`src/rtl/octal_pkg.sv`:
```
`default_nettype none
// ============================================================================
// Module   : octal_pkg
// Brief    : Shared key codes, digit width and entry FSM states.
// Revision : 1.0
// ============================================================================
package octal_pkg;

  localparam int OCT_DIGIT_W = 3;

  localparam logic [3:0] KEY_ENTER  = 4'd10;
  localparam logic [3:0] KEY_CLEAR  = 4'd11;
  localparam logic [3:0] KEY_BORROW = 4'd12;

  typedef enum logic [1:0] {
    ST_ENT_A  = 2'd0,
    ST_ENT_B  = 2'd1,
    ST_SETTLE = 2'd2,
    ST_DONE   = 2'd3
  } entry_state_t;

endpackage
`default_nettype wire

```
`src/rtl/octal_key_decode.sv`:
```
`default_nettype none
// ============================================================================
// Module   : octal_key_decode
// Brief    : Classifies a qualified key code into digit/command strobes.
// Revision : 1.0
// ============================================================================
module octal_key_decode
  import octal_pkg::*;
(
  input  logic [3:0] key_code,
  input  logic       key_valid,
  output logic       is_digit,
  output logic       is_bad_digit,
  output logic       is_enter,
  output logic       is_clear,
  output logic       is_borrow
);

  // Codes 13-15 match nothing and fall through silently.
  always_comb begin
    is_digit     = key_valid && (key_code[3] == 1'b0);
    is_bad_digit = key_valid && ((key_code == 4'd8) || (key_code == 4'd9));
    is_enter     = key_valid && (key_code == KEY_ENTER);
    is_clear     = key_valid && (key_code == KEY_CLEAR);
    is_borrow    = key_valid && (key_code == KEY_BORROW);
  end

endmodule
`default_nettype wire

```
`src/rtl/octal_entry_ctrl.sv`:
```
`default_nettype none
// ============================================================================
// Module   : octal_entry_ctrl
// Brief    : Keypad operand entry for octal_sub with timed result capture.
// Revision : 1.0
// ============================================================================
module octal_entry_ctrl
  import octal_pkg::*;
#(
  parameter int SETTLE_CYCLES = 2
) (
  input  logic       clk,
  input  logic       rst_n,
  input  logic [3:0] key_code,
  input  logic       key_valid,
  output logic [5:0] a,
  output logic [5:0] b,
  output logic       cin,
  input  logic [5:0] d,
  output logic [5:0] result,
  output logic       result_valid,
  output logic       busy,
  output logic       err
);

  localparam logic [3:0] c_settle_load = 4'(SETTLE_CYCLES - 1);

  entry_state_t r_state, w_state;
  logic [5:0]   r_a, w_a;
  logic [5:0]   r_b, w_b;
  logic         r_cin, w_cin;
  logic [1:0]   r_cnt, w_cnt;
  logic [3:0]   r_scnt, w_scnt;
  logic [5:0]   r_result, w_result;
  logic         r_rv, w_rv;
  logic         r_err, w_err;

  logic w_is_digit, w_is_bad, w_is_enter, w_is_clear, w_is_borrow;
  logic [OCT_DIGIT_W-1:0] w_digit;

  octal_key_decode u_decode (
    .key_code     (key_code),
    .key_valid    (key_valid),
    .is_digit     (w_is_digit),
    .is_bad_digit (w_is_bad),
    .is_enter     (w_is_enter),
    .is_clear     (w_is_clear),
    .is_borrow    (w_is_borrow)
  );

  assign w_digit = key_code[OCT_DIGIT_W-1:0];

  always_ff @(posedge clk or negedge rst_n) begin
    if (!rst_n) begin
      r_state  <= ST_ENT_A;
      r_a      <= '0;
      r_b      <= '0;
      r_cin    <= 1'b0;
      r_cnt    <= '0;
      r_scnt   <= '0;
      r_result <= '0;
      r_rv     <= 1'b0;
      r_err    <= 1'b0;
    end else begin
      r_state  <= w_state;
      r_a      <= w_a;
      r_b      <= w_b;
      r_cin    <= w_cin;
      r_cnt    <= w_cnt;
      r_scnt   <= w_scnt;
      r_result <= w_result;
      r_rv     <= w_rv;
      r_err    <= w_err;
    end
  end

  always_comb begin
    w_state  = r_state;
    w_a      = r_a;
    w_b      = r_b;
    w_cin    = r_cin;
    w_cnt    = r_cnt;
    w_scnt   = r_scnt;
    w_result = r_result;
    w_rv     = r_rv;
    w_err    = 1'b0;

    // CLEAR overrides everything, including a capture on the same edge.
    if (w_is_clear) begin
      w_state = ST_ENT_A;
      w_a     = '0;
      w_b     = '0;
      w_cin   = 1'b0;
      w_cnt   = '0;
      w_rv    = 1'b0;
    end else begin
      case (r_state)
        ST_ENT_A, ST_ENT_B: begin
          if (w_is_digit) begin
            if (r_cnt == 2'd2) begin
              w_err = 1'b1;
            end else begin
              if (r_state == ST_ENT_A) w_a = {r_a[OCT_DIGIT_W-1:0], w_digit};
              else                     w_b = {r_b[OCT_DIGIT_W-1:0], w_digit};
              w_cnt = r_cnt + 2'd1;
            end
          end else if (w_is_bad) begin
            w_err = 1'b1;
          end else if (w_is_enter) begin
            if (r_state == ST_ENT_A) begin
              w_state = ST_ENT_B;
              w_cnt   = '0;
            end else begin
              w_state = ST_SETTLE;
              w_scnt  = c_settle_load;
            end
          end else if (w_is_borrow) begin
            w_cin = ~r_cin;
          end
        end
        ST_SETTLE: begin
          if (r_scnt == 4'd0) begin
            w_result = d;
            w_rv     = 1'b1;
            w_state  = ST_DONE;
          end else begin
            w_scnt = r_scnt - 4'd1;
          end
        end
        ST_DONE: begin
          if (w_is_digit) begin
            w_a     = {{OCT_DIGIT_W{1'b0}}, w_digit};
            w_b     = '0;
            w_cin   = 1'b0;
            w_cnt   = 2'd1;
            w_rv    = 1'b0;
            w_state = ST_ENT_A;
          end else if (w_is_bad) begin
            w_err = 1'b1;
          end
        end
        default: w_state = ST_ENT_A;
      endcase
    end
  end

  assign a            = r_a;
  assign b            = r_b;
  assign cin          = r_cin;
  assign result       = r_result;
  assign result_valid = r_rv;
  assign busy         = (r_state == ST_SETTLE);
  assign err          = r_err;

endmodule
`default_nettype wire

```
`config.mk`:
```
export PLATFORM = sky130hd
export DESIGN_NAME = octal_entry_ctrl
export DESIGN_NICKNAME = d
export VERILOG_FILES = /design/src/rtl/octal_pkg.sv /design/src/rtl/octal_key_decode.sv /design/src/rtl/octal_entry_ctrl.sv
export SDC_FILE = /design/constraint.sdc
export NUM_CORES = 1
export LEC_CHECK = 0
export ABC_AREA = 1
export CAP_MARGIN = 20
export CORE_AREA = 3 3 65 67
export DETAILED_ROUTE_END_ITERATION = 7
export DIE_AREA = 0 0 68 70
export GPL_TIMING_DRIVEN = 0
export PLACE_DENSITY = 0.69
export SETUP_SLACK_MARGIN = 0.5
export SLEW_MARGIN = 15
export SYNTH_ARGS = -nofsm -noshare
export SYNTH_HDL_FRONTEND = slang
export SYNTH_SLANG_ARGS = --single-unit
export TNS_END_PERCENT = 50
```
`constraint.sdc`:
```
create_clock -name clk -period 1.6 [get_ports clk]
set_input_delay 0.16 -clock clk [delete_from_list [all_inputs] [get_ports clk]]
set_output_delay 0.16 -clock clk [all_outputs]
set_load 0.03 [all_outputs]
```
; Word level (Yosys, flattened, before mapping)
; Index checks and enable logic that the tools add are counted.
[totals]
register_bits = 29
input_bits = 13
out_inout_bits = 22
[classes]
n_addsub = 2
eq_ne = 29
n_mux = 50
n_bitwise = 3
n_reduce_logical = 20
[op_table]
columns = operator, n
row1 = 6-bit 2-to-1 mux, 10
row2 = 2-bit 2-to-1 mux, 14
row3 = 6-bit one-hot mux with 2 select lines, 2
row4 = "4-bit == test, second input constant", 5
row5 = 4-bit 2-to-1 mux, 5
row6 = "3-bit by 1-bit != test with 1-bit output, second input constant", 5
row7 = 5-bit AND reduction, 3
row8 = 1-bit 2-to-1 mux, 13
row9 = 6-bit AND reduction, 2
row10 = "3-bit by 2-bit != test with 1-bit output, second input constant", 3
row11 = "3-bit != test, second input constant", 3
row12 = "2-bit != test, second input constant", 4
row13 = 4-bit one-hot mux with 2 select lines, 1
row14 = 7-bit AND reduction, 1
row15 = "2-bit == test, second input constant", 3
row16 = 1-bit one-hot mux with 2 select lines, 3
row17 = 2-bit one-hot mux with 3 select lines, 1
row18 = 3-bit AND reduction, 2
row19 = 3-bit nonzero test, 2
row20 = 1-bit logical AND, 5
row21 = 4-bit zero test, 1
row22 = "4-bit by 1-bit != test with 1-bit output, second input constant", 1
row23 = "4-bit by 2-bit != test with 1-bit output, second input constant", 1
row24 = "4-bit by 3-bit != test with 1-bit output, second input constant", 1
row25 = other kinds (11), 13

; Longest topological paths before layout
[depth]
ltp_word = 8
ltp_mapped = 10
depth_no_buf = 10

; Modules after synthesis
; A second synthesis with hierarchy kept.
[hier_totals]
cells_unflattened = 230
hier_area_um2 = 1785.5
[by_module_without_submodules]
columns = module, instances, cells_each, area_per_inst_um2, seq_area_each_um2
row1 = octal_entry_ctrl, 1, 215, 1724.2, 725.7
row2 = octal_key_decode, 1, 15, 61.3, 0.0

; Worst setup path after synthesis
; No wires, ideal clock.
[synth_timing]
path_type = flip-flop to flip-flop
startpoint = register r_state[0]
endpoint = register r_result[0], in the netlist result[0]
t_arrival_ns = 1.541
required_ns = 1.475
path_slack_ns = -0.066
path_stages_with_launch = 7
n_path_buf = 0
cell_sequence = dfrtp_1 -> inv_1 -> ha_1 -> inv_1 -> nor2_1 -> nand2_2 -> mux2_2
[synth_between]
elab_chain_len = 2
[synth_rtl]
columns = element, line
row1 = start: declaration, octal_entry_ctrl.sv:28  ; entry_state_t r_state, w_state;
row2 = start signal: assignment, octal_entry_ctrl.sv:65  ; r_state <= w_state;
row3 = 2-bit == test, --
row4 = named net busy, octal_entry_ctrl.sv:22  ; output logic busy,
row5 = 3-bit AND reduction (no line), --
row6 = end signal: assignment, octal_entry_ctrl.sv:71  ; r_result <= w_result;
row7 = end: declaration, octal_entry_ctrl.sv:34  ; logic [5:0] r_result, w_result;
; The timed path passes the listed nets, and every way through them passes these cells.
; A chain may end at the register's enable or synchronous reset.

; Worst setup path after layout
[layout_timing]
startpoint = register r_state[0]
endpoint = register r_result[0], in the netlist result[0]
[layout_between]
elab_chain_len = 2
[layout_rtl]
columns = element, line
row1 = 2-bit == test, octal_entry_ctrl.sv:97  ; case (r_state)
row2 = 3-bit AND reduction (no line), --
; No other way between the ends.

==> impl_metrics.toml <==
[status]
status = "completed"

[worst_setup_path]
required_ps = 1770
path_class = "register to register"
reg2reg_depth = 7
r2r_end = "result[0]"
critPathArrivalTime_ps = 1700
rrSetupSlack_ps = 60
cp-start-kind = "register"
worstSetupEndpointType = "register"
r2r_start = "r_state[0]"
crit_path_max_fanout = 6

[die]
io_pins = 35
dieArea_sq_mm = 0.00476
die_height_um = 70
row_count = 22
core-area_sq_mm = 0.00369
fp.dieW_um = 68
initial_core_util = 0.442

[routing]
ant_nets = 0
route.detailed.drc = 0
wl_met3_um = 297
num_vias = 1501
met1_length_mm = 1.79
top_layer = "met4"
routedWlPerCell_um = 12.5
via_per_inst = 4.87
routed-wl-met2_mm = 1.70
first_pass_iters = 4
wl_mm = 3.84
detail_route.iter0.violations = 48

[grt]
overflow = 0
grt_pass1_vias = 1470
grt_max_degree = 30
grt_pass1_wl_mm = 6.53
antenna_found_initial = 0
grt_usage = 0.179

[timing]
whs_ps = 392
finalSetupViolations = 0
tightest_slew_ps = 646
hold_viol = 0
rsz0062_at_grt = "yes"
worst_clock_skew_ps = 8.86
min_period_ps = 1540
drv_slew = 0
max_freq_mhz = 651
setup_tns_ps = 0
slew_headroom = 0.569
fin_crit_sh = 0.960

[final_layout]
nFillCells = 342
n_antenna_cell = 0
layout_commonest_cell = "nand2_1"
final_cell_mix = "62 x nand2_1, 27 x dfrtp_1, 20 x clkbuf_2, 14 x nor2_1, 14 x nand3_1"
final_cells = 308
areaGrowthSynthToFinish_pct = 43.2
finalInstanceArea_sq_mm = 0.00234
utilization = 0.633
num-nets-final = 280
drive_gt1_frac = 0.369

[synthesis]
synthCells = 203
synth_seq_area_share = 0.445
synthTopCellsByArea = "dfrtp_1 44%, nand2_1 16%, ha_1 6.1%, nand3_1 5.2%, nor2_1 4.6%"
synth_warnings = 0
syn_area_per_cell_sq_um = 8.04
ys_types = 26
synth_top_area_cell = "dfrtp_1"
synthesis.area_sq_mm = 0.00163
yosys.area.top_type_share = 0.445
synth_nets = 224
synth_seq_cells = 29

[clocking]
cts_tree = "built"
htreeDepth = 2
cts_buffer_depth = 2
cts_num_sinks = 29
numCtsBuffers = 5
clock_latency_ps = 290
root_buffer = "clkbuf_8"
cts.clk_slew.worst_paths_ps = 70

[placed_design]
gp_congestion = 0.818
placed_area_sq_mm = 0.00208
dp_hpwl_mm = 2.59
place_inst = 285
io_buffers = 34

[hold_path]
min-delay-start = "key_code[2]"
hp-class = "input pin to register"
min_path_cells = 3
hold-path-endpoint = "a[2]"

[pwr]
powerDensity_mw_per_mm2 = 2200
power_leakage_uw = 0.00123
vdd_drop_max_mv = 1.14

[run]
drv_cap = 0
-- routing by layer --
metal / up-vias / global-route usage
met5: - / 0
met4: 0 / 0.0706
met3: 6 / 0.0723
met2: 47 / 0.260
met1: 682 / 0.235
li1: 766 / -
-- final cells by class --
class / instances / area [sq um] / share of cell area
clock buffers: 5 / 68.8 / 0.0295
multi-input cells: 151 / 987 / 0.423
clock inverters: 3 / 17.5 / 0.00750
flip-flops and latches: 29 / 728 / 0.312
inverters: 21 / 86.3 / 0.0370
plain buffers: 2 / 28.8 / 0.0123
repair buffers: 49 / 359 / 0.154
well taps: 48 / 60.1 / 0.0257
-- synthesized netlist by cell type --
| cell type | count |
|---|---|
| nand2_1 | 69 |
| nor2_4 | 2 |
| mux2_2 | 6 |
| o21ai_0 | 10 |
| ha_1 | 8 |
| nand3_4 | 1 |
| nand4_2 | 1 |
| xor2_1 | 1 |
| nand2_2 | 2 |
| xnor2_1 | 1 |
| inv_2 | 2 |
| buf_6 | 1 |
| nand3_1 | 17 |
| o22ai_1 | 1 |
| a21oi_1 | 1 |
| o21ai_2 | 2 |
| nor2_2 | 1 |
| inv_1 | 18 |
| nor3_1 | 3 |
| nand4_1 | 2 |
| nand3_2 | 2 |
| dfrtp_1 | 29 |
| clkinv_1 | 1 |
| clkbuf_1 | 1 |
| nor3_2 | 1 |
| nor2_1 | 20 |
-- through the flow --
step / setup slack [ps] / total power (uW)
after floorplan: 176 / 3290
after global placement: -261 / 4130
after detailed placement: -250 / 4150
after CTS: 72.6 / 5230
after global routing: -74.2 / 5600
final: 63.9 / 5130
-- worst max-delay path: stages, from the launching register on --
cell     delay (ps)
dfrtp_2         450
inv_4            90
buf_4           110
ha_4            170
inv_4            60
nor2_4          110
nand2_4         110
mux2_4          310
-- sequential cells by signal, indices dropped and copies added, names as in the netlist --
name	flops
cin	1
err	1
r_cnt	2
result_valid	1
r_state	2
result	6
a	6
r_scnt	4
b	6
-- worst max path at each step --
stage                           start        end  slack [ps]  depth (start not counted)
after floorplan            r_state[1]       b[0]         180                          8
final                      r_state[0]  result[0]          60                          7
after global placement    key_code[1]       b[0]        -260                          9
after global routing       r_state[0]       b[0]         -70                          8
after CTS                        b[2]       b[2]          70                          1
after detailed placement  key_code[1]       b[0]        -250                          9
-- power by group --
part | total (uW) | internal (uW) | switching, uW | leakage [uW]
combinational | 3230 | 1280 | 1950 | 0.000820
sequential | 1310 | 1080 | 235 | 0.000362
clock | 595 | 299 | 296 | 0.0000439
total | 5130 | 2650 | 2480 | 0.00123
-- cell families (layout without fill, tap and decap cells) --
logic type      after synthesis  count (layout)  share of synthesized area
flops                        29              29                      0.445
mux                           6               6                     0.0414
buf+inv                      23              80                     0.0575
compound gates               14              14                     0.0483
simple gates                121             121                      0.336
xor+xnor                      2               2                     0.0107
fa+ha+maj                     8               8                     0.0614
-- what timing repair did --
item                       in CTS  in global routing
cloned                          1                  0
setup endpoints to repair      51                 51
buffers inserted               10                  3
hold buffers                    1                  0
pin swaps                      10                  8
hold endpoints to repair       29                  0
gates resized for setup        45                 54
No activity file was read; power rests on OpenSTA's default activity.
